==> src/rtl/rl_fifo_1r1w_ctrl.sv <==
// Streaming FIFO controller around a 1R1W RAM with a 2-entry first-word-fall-through output queue.
// Optional flush port enabled by defining RL_FIFO_CTRL_FLUSH_EN.
module rl_fifo_1r1w_ctrl #(
  parameter int ABITS  = 4,
  parameter int DBITS  = 32,
  parameter int AF_LVL = 4
) (
  input  logic                   clk_i,
  input  logic                   rst_i,
`ifdef RL_FIFO_CTRL_FLUSH_EN
  input  logic                   flush_i,
`endif
  input  logic                   push_valid_i,
  output logic                   push_ready_o,
  input  logic [DBITS-1:0]       push_data_i,
  output logic                   pop_valid_o,
  input  logic                   pop_ready_i,
  output logic [DBITS-1:0]       pop_data_o,
  output logic [ABITS+1:0]       count_o,
  output logic                   almost_full_o,
  output logic [ABITS-1:0]       ram_waddr_o,
  output logic [DBITS-1:0]       ram_din_o,
  output logic                   ram_we_o,
  output logic [(DBITS+7)/8-1:0] ram_be_o,
  output logic [ABITS-1:0]       ram_raddr_o,
  output logic                   ram_re_o,
  input  logic [DBITS-1:0]       ram_dout_i
);

  localparam int RDEPTH = 1 << ABITS;
  localparam int DEPTH  = RDEPTH + 2;
  localparam int CW     = ABITS + 2;
  localparam int RCW    = ABITS + 1;
  localparam logic [CW-1:0] DEPTH_C = CW'(DEPTH);
  localparam logic [CW-1:0] AF_C    = CW'(AF_LVL);

  logic             clr;
  logic [ABITS-1:0] wptr, rptr;
  logic [RCW-1:0]   ram_cnt;
  logic             rd_pend;
  logic [DBITS-1:0] oq [2];
  logic [DBITS-1:0] oq_nxt [2];
  logic [1:0]       oq_cnt, oq_cnt_nxt;
  logic [CW-1:0]    cnt, cnt_nxt;
  logic             af;
  logic             push_fire, pop_fire, bypass;
  logic [2:0]       pipe_after_pop, oq_after_pop;

`ifdef RL_FIFO_CTRL_FLUSH_EN
  assign clr = rst_i | flush_i;
`else
  assign clr = rst_i;
`endif

  assign push_ready_o = !clr && (cnt < DEPTH_C);
  assign pop_valid_o  = !clr && (oq_cnt != 2'd0);
  assign push_fire    = push_valid_i & push_ready_o;
  assign pop_fire     = pop_valid_o & pop_ready_i;

  // Bypass only when nothing older sits in RAM or the read pipe, so order holds.
  assign oq_after_pop   = {1'b0, oq_cnt} - {2'b0, pop_fire};
  assign pipe_after_pop = {1'b0, oq_cnt} + {2'b0, rd_pend} - {2'b0, pop_fire};
  assign bypass = push_fire && (ram_cnt == '0) && !rd_pend && (oq_after_pop < 3'd2);

  assign ram_we_o    = push_fire && !bypass;
  assign ram_waddr_o = wptr;
  assign ram_din_o   = push_data_i;
  assign ram_be_o    = '1;
  assign ram_re_o    = !clr && (ram_cnt != '0) && (pipe_after_pop < 3'd2);
  assign ram_raddr_o = rptr;

  assign pop_data_o    = oq[0];
  assign count_o       = cnt;
  assign almost_full_o = af;

  // Pop shifts first; returning RAM data or bypassed data then lands at the tail.
  always_comb begin
    oq_nxt[0]  = oq[0];
    oq_nxt[1]  = oq[1];
    oq_cnt_nxt = oq_cnt;
    if (pop_fire) begin
      oq_nxt[0]  = oq[1];
      oq_cnt_nxt = oq_cnt - 2'd1;
    end
    if (rd_pend) begin
      oq_nxt[oq_cnt_nxt[0]] = ram_dout_i;
      oq_cnt_nxt            = oq_cnt_nxt + 2'd1;
    end else if (bypass) begin
      oq_nxt[oq_cnt_nxt[0]] = push_data_i;
      oq_cnt_nxt            = oq_cnt_nxt + 2'd1;
    end
  end

  assign cnt_nxt = cnt + CW'(push_fire) - CW'(pop_fire);

  always_ff @(posedge clk_i) begin
    if (clr) begin
      wptr    <= '0;
      rptr    <= '0;
      ram_cnt <= '0;
      rd_pend <= 1'b0;
      oq[0]   <= '0;
      oq[1]   <= '0;
      oq_cnt  <= '0;
      cnt     <= '0;
      af      <= 1'b0;
    end else begin
      if (ram_we_o) wptr <= wptr + 1'b1;
      if (ram_re_o) rptr <= rptr + 1'b1;
      ram_cnt <= ram_cnt + RCW'(ram_we_o) - RCW'(ram_re_o);
      rd_pend <= ram_re_o;
      oq[0]   <= oq_nxt[0];
      oq[1]   <= oq_nxt[1];
      oq_cnt  <= oq_cnt_nxt;
      cnt     <= cnt_nxt;
      af      <= (DEPTH_C - cnt_nxt) <= AF_C;
    end
  end

endmodule

==> config.mk <==
export PLATFORM = sky130hd
export DESIGN_NAME = rl_fifo_1r1w_ctrl
export DESIGN_NICKNAME = d
export VERILOG_FILES = /design/src/rtl/rl_fifo_1r1w_ctrl.sv
export SDC_FILE = /design/constraint.sdc
export NUM_CORES = 1
export LEC_CHECK = 0
export CORE_ASPECT_RATIO = 1.1
export CORE_MARGIN = 10
export CORE_UTILIZATION = 30
export CTS_CLUSTER_SIZE = 14
export DETAILED_ROUTE_END_ITERATION = 6
export GPL_ROUTABILITY_DRIVEN = 0
export PLACE_DENSITY = 0.66
export SLEW_MARGIN = 30
export SYNTH_ARGS = -nofsm -noshare
export SYNTH_HDL_FRONTEND = slang
export SYNTH_SLANG_ARGS = --single-unit
==> constraint.sdc <==
create_clock -name clk_i -period 9.3 [get_ports clk_i]
set_input_delay 0.93 -clock clk_i [delete_from_list [all_inputs] [get_ports clk_i]]
set_output_delay 0.93 -clock clk_i [all_outputs]
set_load 0.03 [all_outputs]
==> results list, run 1 <==
- Initial Utilization: 30.7%
- The initialized floorplan defines 47 standard-cell rows.
- Startpoint of the lowest-slack hold path: oq[0][42]$_SDFFE_PP0P_
- Once placement finished, the instance area stood at 5870 sq um.
* Endpoint kind of the worst setup timing path: output pin
- Worst slew margin: 42.1%
- Worst Path Class, Setup: primary input to output pin
- Clock H-tree levels: 3
- Summing the areas of all compound-gate instances in the mapped netlist gives 19.9% of the synthesized area.
- Minimum clock period after layout: 5.41 ns
- Achievable frequency: 185 MHz
- Most used standard cells in the synthesized netlist: sky130_fd_sc_hd__dfxtp_1 (87), sky130_fd_sc_hd__buf_4 (73), sky130_fd_sc_hd__o22ai_1 (64), sky130_fd_sc_hd__inv_1 (55), sky130_fd_sc_hd__mux2i_1 (33)
* Setup Viol. Count Final: 0
* Post-Syn Area per Cell: 9.41 sq um
- Pwr per Cell Area: 299 nW/um^2
* Number of hold-repair buffers added at the cts stage: 0
* Yosys warns: 0
- Clock tree synthesis found a total of 87 sinks.
- The most numerous cell type found on the critical path is sky130_fd_sc_hd__clkdlybuf4s50_1.
- Post-CTS timing repair inserted 0 buffers for setup.
- For this run, the slowest stage of the critical path takes 0.79 ns.
- The biggest area contributor in the post-synthesis netlist is sky130_fd_sc_hd__dfxtp_1.
- TritonCTS clock tree: yes
* Clock Path Buffers: 2
* Area enclosed by the die boundary: 20900 sq um
* Die outline width: 139 um
- Vias after detailed routing: 3791
- Largest net degree at the start of global routing: 36
- TritonCTS Buffers: 9
* Syn Std Cell Area: 4660 sq um
- Count of max-cap constraint violations: 0
- Path type of the worst min-delay path: register to register
- By instance count, the leading cell after synthesis is sky130_fd_sc_hd__dfxtp_1.
- Post-synthesis sequential area ratio: 37.4%
* Top fanout value on the critical path: 34
- The tree is rooted in a sky130_fd_sc_hd__clkbuf_16.
* Final antenna-violating net count: 0
- The repair_antennas step left the layout with diodes totalling 0.
* Number of register bits inferred by synthesis: 87
* Wire length of the first global-routing pass: 20400 um
- Setup total negative slack on the finished layout was measured at 0 ns.
- Dividing the final minimum period by the clock period gives 58.1%.
- Area fraction of the dominant cell type after synthesis: 37.4%
- Hold Fails Final Rpt: 0
* Mux cell area share after synthesis: 7.09%
- Drt first pass iters: 4
- Crit path max-delay family: buffers and inverters
- Register-to-register setup slack: 4.92 ns
* Actual slew at the worst max-slew pin: 0.868 ns
- Counting flops with a built-in enable in the synthesized netlist gives 0.
- In the synthesized netlist, the number of instances is 495.
- Xor/xnor cell area share of the yosys netlist: 1.50%
- Power consumption: 1.86 mW
- Filler Cells Inserted: 1483
- All-layer global routing usage: 11.8%
- Clock latency on the worst-skew pair, taken at its later pin, is 0.35 ns.
* Antenna violations before repair: 0
- Worst setup path startpoint: rst_i
* Reg-to-Reg Start: oq_cnt[1]$_SDFF_PP0_
- IO Port Bufs: 150
- The routed design has 13000 um of wire.
- Of the cells placed in the final design, the portion with a size suffix greater than 1 is 7.99%.
* Crit-path cells: clkdlybuf4s50_1 -> buf_4 -> nor3b_2 -> ha_1 -> nor2b_1 -> inv_1 -> fa_1 -> nand2b_1 -> nor3_1 -> clkdlybuf4s50_1
- RSZ-0062 raised after global routing: no
* Critical-path top delay cell: sky130_fd_sc_hd__clkdlybuf4s50_1
- Data on the critical path arrives at its endpoint at 4.48 ns.
- Number of nets at the end of the flow: 662
- The HPWL after detailed placement is 9590 um.
- The worst setup path is launched from a primary input.
- Async set or reset register ratio after synthesis: 0%
- After clock tree synthesis, the clock-pin slew on the worst setup and hold paths is 0.06 ns.
* Maximum clock skew at final layout: 0.00599 ns
* Finished Core Util: 41.0%
- The flow ran to the end, and the final reports show no timing, DRC or antenna violations.
* Endpoint required time on the critical path: 8.37 ns
- In this run, distinct cell masters in the synthesized netlist total 57.
* Routed wire length per instance: 16.9 um
* Top flip-flop cell by instance count after synthesis: sky130_fd_sc_hd__dfxtp_1
* Area growth from synthesis to layout: 33.5%
* DRC violation count after routing: 0
* Main combinational cell family by area after synthesis: compound AO/OA/AOI/OAI gates
* Area fraction in and, or, nand and nor cells after synthesis: 8.65%
- In this run the static leakage power is 2.13 nW.
- For this block, the initial DRC count from the detailed router was 127.
- The total area inside the core boundary comes to 15200 sq um.
- Vias in the first global route: 4031
- Once the clock tree was built, the resizer swapped 0 gates to a different size.
- Num ports: 155
- GR Overflow Total: 0
- Die H: 151 um
- Number of buffer and inverter instances along the worst setup path: 4
- Across all hold checks on the routed design, the worst slack comes to 0.449 ns.
- IR drop worst, VDD: 121 uV
* Via density: 4.91
- Slew Limit Fails: 0
* Design area: 6220 sq um
- Synth top area cells: sky130_fd_sc_hd__dfxtp_1 (37%), sky130_fd_sc_hd__buf_4 (12%), sky130_fd_sc_hd__o22ai_1 (8.6%)
- Post-synthesis share of cell area spent on full adders, half adders and majority gates: 6.66%
kinds of logic (layout without fill, tap and decap cells):
| family | after synthesis | after routing |
|---|---|---|
| buffers and inverters | 151 | 229 |
| AO/OA/AOI/OAI | 129 | 129 |
| flip-flops | 87 | 87 |
| AND/OR/NAND/NOR | 63 | 63 |
| multiplexers | 33 | 33 |
| adder cells (fa/ha/maj) | 23 | 23 |
| XOR/XNOR | 8 | 8 |
| other | 1 | 4 |
sequential cells by signal (all words and copies together), names as in the netlist:
name,flops
almost_full_o,1
ram_waddr_o,4
oq_cnt,2
oq,64
count_o,6
ram_raddr_o,4
ram_cnt,5
rd_pend,1
metal layers:
metal | global-route usage [%] | share of wire [%] | up-vias
li1 | - | - | 1840
met1 | 12.6 | 40 | 1798
met2 | 20.9 | 51 | 138
met3 | 4.51 | 8.1 | 15
met4 | 4.59 | 1.5 | 0
met5 | 0 | 0 | -
cells in the final DEF (no fill, tap or decap), drive strengths merged, types with 6 or more instances in the layout:
master / synthesis / routed
nor2: 15 / 15
ha: 20 / 20
nor3: 6 / 6
inv: 56 / 59
dfxtp: 87 / 87
a21oi: 12 / 12
clkbuf: 9 / 9
buf: 86 / 7
o22ai: 64 / 64
nor2b: 8 / 8
clkdlybuf4s50: 0 / 150
a22oi: 32 / 32
mux2i: 33 / 33
worst reg2reg max path: stages, from the launching register on:
cell and delay, ns:
sky130_fd_sc_hd__dfxtp_1 0.42, sky130_fd_sc_hd__inv_1 0.10, sky130_fd_sc_hd__ha_1 0.22, sky130_fd_sc_hd__nor3b_2 0.20, sky130_fd_sc_hd__ha_1 0.32, sky130_fd_sc_hd__nor2b_1 0.30
sky130_fd_sc_hd__inv_1 0.10, sky130_fd_sc_hd__fa_1 0.49, sky130_fd_sc_hd__nand2b_1 0.10, sky130_fd_sc_hd__nor3_1 0.50, sky130_fd_sc_hd__ha_1 0.33, sky130_fd_sc_hd__inv_1 0.05
sky130_fd_sc_hd__ha_1 0.16, sky130_fd_sc_hd__inv_1 0.06, sky130_fd_sc_hd__fa_1 0.37, sky130_fd_sc_hd__nor2b_1 0.19, sky130_fd_sc_hd__o21bai_1 0.11, sky130_fd_sc_hd__a21oi_1 0.16
sky130_fd_sc_hd__nor3b_1 0.06
power breakdown:
group	internal [mW]	leakage, nW	switching, mW
sequential	0.450	0.708	0.0504
clock	0.267	0.173	0.161
combinational	0.393	1.24	0.540
path summary, 6_finish.rpt:
check,to,cells after the start
worst max-delay path,ram_re_o,10
worst min-delay path,oq[0][42]$_SDFFE_PP0P_,2
worst max register to register,ram_cnt[4]$_SDFF_PP0_,18
worst min register to register,oq[0][42]$_SDFFE_PP0P_,2
metrics by stage:
stage / setup slack, ns / cells
6_report: 3.89 / 772
5_1_grt: 3.66 / 772
4_1_cts: 3.87 / 772
3_5_place_dp: 3.88 / 756
3_3_place_gp: 3.93 / 754
2_1_floorplan: 4.04 / 498
layout make-up:
class / instances / area, sq um / share of cell area (%)
tap: 196 / 245 / 3.94
inverter: 56 / 210 / 3.38
clock inverter: 7 / 128 / 2.05
sequential: 87 / 1740 / 28.0
timing repair buffer: 157 / 1590 / 25.6
multi-input combinational: 260 / 2080 / 33.4
clock buffer: 9 / 225 / 3.62
Power figures use the tool's default switching activity.
==> inputs of run 2 (changes only) <==
- clock period: 9.3 -> 5.1 ns (I/O delays scaled with it)
==> run 2 against run 1 <==
  * Critical path depth grew 9
  * Sequential share of layout area rose by 0.18 points
  * Final cell count grew 0.26%
  * Largest cell class unchanged
  * Highest routed layer unchanged
  * Critical path type is now register to register
  * Non-clock buffer count rose by 2
  * Hold slack gained 0.0024 ns
  * Setup slack got worse by 2.9 ns
  * Clock skew grew 0.0037 ns
  * Via count up 0.16%
==> results list, run 2 (synthesis gave the netlist of run 1 again) <==
- Clk sinks: 87 (unchanged)
- Setup Fix Bufs, Post-CTS: 0 (unchanged)
* Actual slew at the worst max-slew pin: 0.862 ns (-0.00629 ns)
- Final antenna-violating net count: 0 (unchanged)
- The via count normalized by instance count was 4.91 (-0.10%).
- Pwr per Cell Area: 536 nW/um^2 (+79%)
- The total overflow reported by the global router is 0 (unchanged).
- Achievable frequency: 241 MHz
- The tree is rooted in a sky130_fd_sc_hd__clkbuf_16.
* Critical-path top delay cell: sky130_fd_sc_hd__fa_1
* DRC violation count after routing: 0 (unchanged)
- TritonCTS clock tree: yes
- Finished Core Util: 40.7% (-0.26 points)
- Share of layout cells above drive strength 1: 8.48% (+0.49 points)
* Endpoint required time on the critical path: 5.32 ns (-3.05 ns)
* Clock slew seen by the registers of the worst setup and hold paths: 0.07 ns (about the same)
- The total number of nets in the final design is 664 (+0.30%).
- The hold buffer count at cts is 0 (unchanged).
* Later-pin clock latency in the skew report: 0.35 ns (about the same)
- The met2 track utilization from global routing is 20.7% (-0.28 points).
* Minimum clock period after layout: 4.14 ns
- Leaving out fill and tap cells, the most frequent cell in the layout is sky130_fd_sc_hd__clkdlybuf4s50_1.
- The number of standard-cell rows in the floorplan came to 47 (unchanged).
- The wire length of the first global-routing pass was 20600 um (+0.81%).
- The core outline area was 15200 sq um (unchanged).
- Critical path's largest stage delay: 0.49 ns (-0.30 ns)
- Area growth from synthesis to layout: 32.7%
* Area enclosed by the die boundary: 20900 sq um (unchanged)
- # resized after CTS: 0 (unchanged)
- The final cell count without fillers came to 774 (+0.26%).
- More flip-flops sit in one register than any other, and that register is oq.
- The worst supply voltage drop on vdd was 211 uV (+74%).
- Num ports: 155 (unchanged)
- Area after DPL: 5870 sq um (unchanged)
- Initial Utilization: 30.7% (unchanged)
- Post-Place Setup Slack: 0.712 ns (-3.17 ns)
* Worst Path Class, Setup: register to register
* Violation count after the first detailed-routing iteration: 111 (-13%)
- Count of max-cap constraint violations: 0 (unchanged)
* Met1 capacity usage during global routing: 12.8% (+0.27 points)
* Type of origin of the critical path: register
* Vias in the first global route: 4048 (+0.42%)
* TritonCTS Buffers: 9 (unchanged)
* Die H: 151 um (unchanged)
* Worst slew margin: 42.5% (+0.41 points)
- IO Port Bufs: 150 (unchanged)
- Maximum clock skew at final layout: 0.00970 ns (+0.00371 ns)
- Clock H-tree levels: 3 (unchanged)
- The count of placed standard cells including taps was 758 (+0.26%).
- The global-route total usage across every layer came to 12.0% (+0.12 points).
* Drt first pass iters: 4 (unchanged)
- The endpoint arrival time on the critical path came to 4.37 ns (-0.11 ns).
* Largest net degree at the start of global routing: 36 (unchanged)
- The average wire per cell in the routed design was 16.9 um (+0.44%).
- The final standard cell area without fillers is 6180 sq um (-0.62%).
- The kind of cell with the highest combined delay along the critical path is adder cells.
* RSZ-0062 raised after global routing: no
- The horizontal die dimension is 139 um (unchanged).
- Hpwl dp: 9690 um (+1.1%)
* Power consumption: 3.31 mW (+78%)
- Final-layout worst hold slack: 0.452 ns (+0.00240 ns)
* Vias after detailed routing: 3797 (+0.16%)
- After layout, the worst path uses 81.2% of the clock period.
- The run finished with clean final reports.
* Clock Path Buffers: 2 (unchanged)
- The number of fill cells was 1484 (+0.067%).
* Antenna violations before repair: 0 (unchanged)
- Number of buffer and inverter instances along the worst setup path: 5 (+1)
* Hold Fails Final Rpt: 0 (unchanged)
- The path class of the tightest hold or removal check is register to register.
- The final total negative setup slack was 0 ns (unchanged).
- Most used cells in the layout excluding fill and tap cells: sky130_fd_sc_hd__clkdlybuf4s50_1 (149), sky130_fd_sc_hd__dfxtp_1 (87), sky130_fd_sc_hd__o22ai_1 (64), sky130_fd_sc_hd__inv_1 (55), sky130_fd_sc_hd__mux2i_1 (33)
- Busiest grt layer: met2
- The setup violation total in the final timing report came to 0 (unchanged).
- Overall routed net length: 13100 um (+0.70%)
* Leak: 2.11 nW (-0.67%)
- Final WS setup: 0.959 ns (-2.94 ns)
* Crit-path cells: inv_1 -> ha_1 -> nor3b_2 -> ha_1 -> nor2b_1 -> inv_1 -> fa_1 -> nand2b_1 -> nor3_1 -> buf_4 -> ha_1 -> inv_1 -> ha_1 -> inv_1 -> fa_1 -> nor2b_1 -> o21bai_1 -> a21oi_1 -> nor3b_1
- The biggest fanout along the worst timing path came to 6 (-82%).
* Slew Limit Fails: 0 (unchanged)
- Antenna diodes: 0 (unchanged)
- The number of flip-flops under the largest register name was 64 (unchanged).
- The worst setup path is captured at a register.
- The routing usage on met3 was 5.77% (+1.3 points).
[run 2: cell types whose count changed in the layout (fill, tap and decap cells not counted), sizes merged]
cell and change:
clkinvlp +1, buf +3, bufinv -2, clkbuf +1
clkdlybuf4s50 -1
[run 2: final cells by class]
cell class	instances	area [sq um]	share of cell area (%)
multi-input cells	260	2080	33.6
flip-flops and latches	87	1740	28.2
repair buffers	159	1590	25.8
well taps	196	245	3.97
clock buffers	10	239	3.87
inverters	56	210	3.40
clock inverters	6	75.1	1.21
[run 2: power breakdown]
part	internal (mW)	total, mW	switching (mW)
logic	0.716	1.71	0.993
registers	0.820	0.911	0.0911
clock network	0.401	0.691	0.290
total	1.94	3.31	1.37
[run 2: worst reg2reg max path, stage by stage (launching register included)]
cell and delay, ns:
sky130_fd_sc_hd__dfxtp_1 0.42, sky130_fd_sc_hd__inv_1 0.09, sky130_fd_sc_hd__ha_1 0.22, sky130_fd_sc_hd__nor3b_2 0.24, sky130_fd_sc_hd__ha_1 0.35, sky130_fd_sc_hd__nor2b_1 0.31
sky130_fd_sc_hd__inv_1 0.09, sky130_fd_sc_hd__fa_1 0.49, sky130_fd_sc_hd__nand2b_1 0.10, sky130_fd_sc_hd__nor3_1 0.20, sky130_fd_sc_hd__buf_4 0.17, sky130_fd_sc_hd__ha_1 0.22
sky130_fd_sc_hd__inv_1 0.05, sky130_fd_sc_hd__ha_1 0.16, sky130_fd_sc_hd__inv_1 0.06, sky130_fd_sc_hd__fa_1 0.37, sky130_fd_sc_hd__nor2b_1 0.16, sky130_fd_sc_hd__o21bai_1 0.10
sky130_fd_sc_hd__a21oi_1 0.16, sky130_fd_sc_hd__nor3b_1 0.06
[run 2: worst paths after layout]
check                              start  slack [ns]                endpoint  cells past startpoint
setup / recovery    oq_cnt[1]$_SDFF_PP0_        0.96   ram_cnt[4]$_SDFF_PP0_                     19
hold reg to reg   oq[0][52]$_SDFFE_PP0P_        0.45  oq[0][52]$_SDFFE_PP0P_                      2
setup reg to reg    oq_cnt[1]$_SDFF_PP0_        0.96   ram_cnt[4]$_SDFF_PP0_                     19
hold / removal    oq[0][52]$_SDFFE_PP0P_        0.45  oq[0][52]$_SDFFE_PP0P_                      2
[run 2: per-layer routing]
metal  vias up  wire length, um
met3        12             1140
met4         0              128
met2       124             6570
met5         -                0
met1      1813             5270
li1       1848                -
==> inputs of run 3 (changes only) <==
- PLACE_DENSITY: 0.66 -> 0.69
- clock period: 5.1 -> 3.6 ns (I/O delays scaled with it)
==> run 3 against run 2 <==
  * Register-to-register slack got worse by 0.81 ns
  * Die area did not move
  * Routed wire length is 3.6% higher
  * Non-clock buffer count increased by 14
  * Flip-flop and latch count did not move
  * Count of clock-buffer cells in the layout is the same
  * Critical path type unchanged
  * Highest routed layer unchanged
  * Largest power group unchanged
  * Clock skew is 0.0011 ns lower
  * Sequential power grew 42%
==> results list, run 3 (synthesis gave the netlist of run 1 again) <==
- The flow ran to the end, and the final reports show no timing, DRC or antenna violations.
* IR drop worst, VDD: 275 uV (+31%)
- Final antenna-violating net count: 0 (unchanged)
- Worst path arrival time: 3.66 ns (-0.71 ns)
- RSZ-0062 raised after global routing: yes
- Portion of total power attributed to the clock network: 19.7% (-1.2 points)
* Top fanout value on the critical path: 3 (-3)
* Cell Int Power: 2.90 mW (+50%)
* Switching power: 2.05 mW (+49%)
* Termination of the worst setup path: ram_cnt[4]$_SDFF_PP0_
* Most frequent standard cell in the layout excluding fill and tap cells: sky130_fd_sc_hd__clkdlybuf4s50_1
* Antenna violations before repair: 0 (unchanged)
- Clock slew seen by the registers of the worst setup and hold paths: 0.07 ns (about the same)
* Share of layout cells above drive strength 1: 14.0% (+5.5 points)
- The number of hold-slack violations in the final timing report was 0 (unchanged).
- Sequential cell fraction of total power: 26.1% (-1.4 points)
- The transition time of the tightest slew-check pin is 0.865 ns (+0.00320 ns).
* Worst slew margin: 42.3% (-0.21 points)
* Hpwl dp: 10200 um (+4.8%)
* Drt first pass iters: 4 (unchanged)
* Placeable core area: 15200 sq um (unchanged)
- In the layout the commonest cells are sky130_fd_sc_hd__clkdlybuf4s50_1 (148), sky130_fd_sc_hd__dfxtp_1 (85), sky130_fd_sc_hd__o22ai_1 (64), sky130_fd_sc_hd__inv_1 (51), sky130_fd_sc_hd__mux2i_1 (33).
* Path type of the worst min-delay path: register to register
* Clk sinks: 87 (unchanged)
- The total number of nets in the final design was 678 (+2.1%).
- Maximum clock skew at final layout: 0.00856 ns (-0.00113 ns)
* Startpoint of the lowest-slack hold path: oq[0][34]$_SDFFE_PP0P_
- Register-to-register setup slack: 0.15 ns (-0.81 ns)
* Depth of the worst register-to-register path: 18 (-1)
* Worst setup path startpoint: oq_cnt[1]$_SDFF_PP0_
- Reg-to-Reg Start: oq_cnt[1]$_SDFF_PP0_
* Clock Path Buffers: 2 (unchanged)
* Share of the clock period used by the worst path: 95.7% (+15 points)
* R2R Path End: ram_cnt[4]$_SDFF_PP0_
- Via density: 4.87 (-0.74%)
* Largest net degree at the start of global routing: 36 (unchanged)
- The sum of routed wire length over all layers is 13600 um (+3.6%).
* Later-pin clock latency in the skew report: 0.34 ns (about the same)
- The post-layout minimum cycle time is 3.45 ns (-0.695 ns).
- The total overflow reported by the global router is 0 (unchanged).
- The detailed-route DRC error count is 0 (unchanged).
* Sw frac: 41.4% (-0.063 points)
* Die outline width: 139 um (unchanged)
- The setup violation total in the final timing report is 0 (unchanged).
* Die H: 151 um (unchanged)
* All-layer global routing usage: 12.4% (+0.46 points)
- The clock buffer count from CTS is 9 (unchanged).
* Post-Place Setup Slack: -0.239 ns (-0.950 ns)
- Leak: 2.21 nW (+4.8%)
- Type of origin of the critical path: register
* Power consumption: 4.95 mW (+50%)
- The total vias in the final route came to 3837 (+1.1%).
- Antenna diodes: 0 (unchanged)
- Slew Limit Fails: 0 (unchanged)
- Clock H-tree levels: 3 (unchanged)
- Final WS setup: 0.154 ns (-0.805 ns)
* Wire length of the first global-routing pass: 21300 um (+3.8%)
- Worst Path Class, Setup: register to register
- Number of core rows: 47 (unchanged)
- Achievable frequency: 290 MHz (+20%)
- Area enclosed by the die boundary: 20900 sq um (unchanged)
- The final cell count without fillers came to 788 (+1.8%).
* Area growth from synthesis to layout: 37.1%
- IO Port Bufs: 150 (unchanged)
- Endpoint kind of the worst setup timing path: register
* TritonCTS clock tree: yes
* Largest register by flop count: oq
* Number of hold-repair buffers added at the cts stage: 0 (unchanged)
- The tree is rooted in a sky130_fd_sc_hd__clkbuf_16.
- The number of I/O pins is 155 (unchanged).
- Count of max-cap constraint violations: 0 (unchanged)
- Relative contribution of combinational cells to total power: 54.2% (+2.6 points)
- The number of fill cells came to 1469 (-1.0%).
* Flip-flop count of the largest register, all copies and words added: 64 (unchanged)
- Violation count after the first detailed-routing iteration: 148 (+33%)
- The starting density of the core was 30.7% (unchanged).
* Pwr per Cell Area: 775 nW/um^2 (+45%)
- Endpoint required time on the critical path: 3.82 ns (-1.50 ns)
* Count of placed standard cells including taps: 771 (+1.7%)
- The average wire per cell in the routed design was 17.2 um (+1.8%).
* Vias in the first global route: 4257 (+5.2%)
[run 3: metrics by stage]
step	TNS, ns	utilization (%)	hold slack, ns	instance area, sq um
final	0	42.1	0.449	6390
after global routing	-0.00464	42.1	0.467	6390
after CTS	0	41.9	0.451	6360
after detailed placement	-0.239	39.8	0.441	6050
after global placement	-0.0310	39.7	0.436	6020
after floorplan	-0.502	-	0.429	4760
[run 3: layer usage]
layer	track usage, %	up-vias	wire, um
li1	-	1868	-
met1	13.1	1857	5470
met2	22.6	97	7100
met3	3.81	15	791
met4	5.06	0	221
met5	0	-	0
[run 3: what timing repair did]
action | 4_1_cts | 5_1_grt
setup endpoints to repair | 1 | 1
hold endpoints to repair | 0 | 0
cloned | 0 | 0
pin swaps | 1 | 3
setup buffers | 0 | 1
gates resized for setup | 0 | 6
[run 3: area by class of cell]
cell class / count / area (sq um) / area share [%]
clock buffer: 10 / 239 / 3.74
inverter: 56 / 210 / 3.29
timing repair buffer: 173 / 1700 / 26.6
multi-input combinational: 260 / 2170 / 34.0
clock inverter: 6 / 73.8 / 1.16
sequential: 87 / 1750 / 27.4
tap: 196 / 245 / 3.84
[run 3: power groups by stage]
stage | registers, mW | logic (mW) | clock network [mW]
after floorplan | 1.35 | 1.82 | 0
after detailed placement | 1.32 | 2.64 | 0
after CTS | 1.30 | 2.66 | 0.999
final | 1.29 | 2.68 | 0.974
after global placement | 1.31 | 2.53 | 0
after global routing | 1.32 | 2.90 | 1.04
[run 3: worst max-delay path, cell delays in order, from the launching register on]
cell and delay, ns:
sky130_fd_sc_hd__dfxtp_4 0.36, sky130_fd_sc_hd__inv_2 0.05, sky130_fd_sc_hd__ha_4 0.16, sky130_fd_sc_hd__nor3b_4 0.26
sky130_fd_sc_hd__ha_4 0.25, sky130_fd_sc_hd__nor2b_4 0.12, sky130_fd_sc_hd__inv_2 0.05, sky130_fd_sc_hd__fa_2 0.56
sky130_fd_sc_hd__nand2b_4 0.06, sky130_fd_sc_hd__nor3_4 0.12, sky130_fd_sc_hd__ha_1 0.25, sky130_fd_sc_hd__inv_1 0.07
sky130_fd_sc_hd__ha_2 0.19, sky130_fd_sc_hd__inv_2 0.04, sky130_fd_sc_hd__fa_2 0.36, sky130_fd_sc_hd__nor2b_4 0.14
sky130_fd_sc_hd__o21bai_2 0.10, sky130_fd_sc_hd__a21oi_2 0.15, sky130_fd_sc_hd__nor3b_2 0.05
[run 3: worst min path at each step]
stage | cells past startpoint | to | slack, ns
global placement | 2 | oq[0][55]$_SDFFE_PP0P_ | 0.44
detailed placement | 2 | oq[0][39]$_SDFFE_PP0P_ | 0.44
finish | 2 | oq[0][34]$_SDFFE_PP0P_ | 0.45
floorplan | 2 | oq[0][32]$_SDFFE_PP0P_ | 0.43
global route | 2 | oq[0][46]$_SDFFE_PP0P_ | 0.47
CTS | 2 | oq[0][33]$_SDFFE_PP0P_ | 0.45
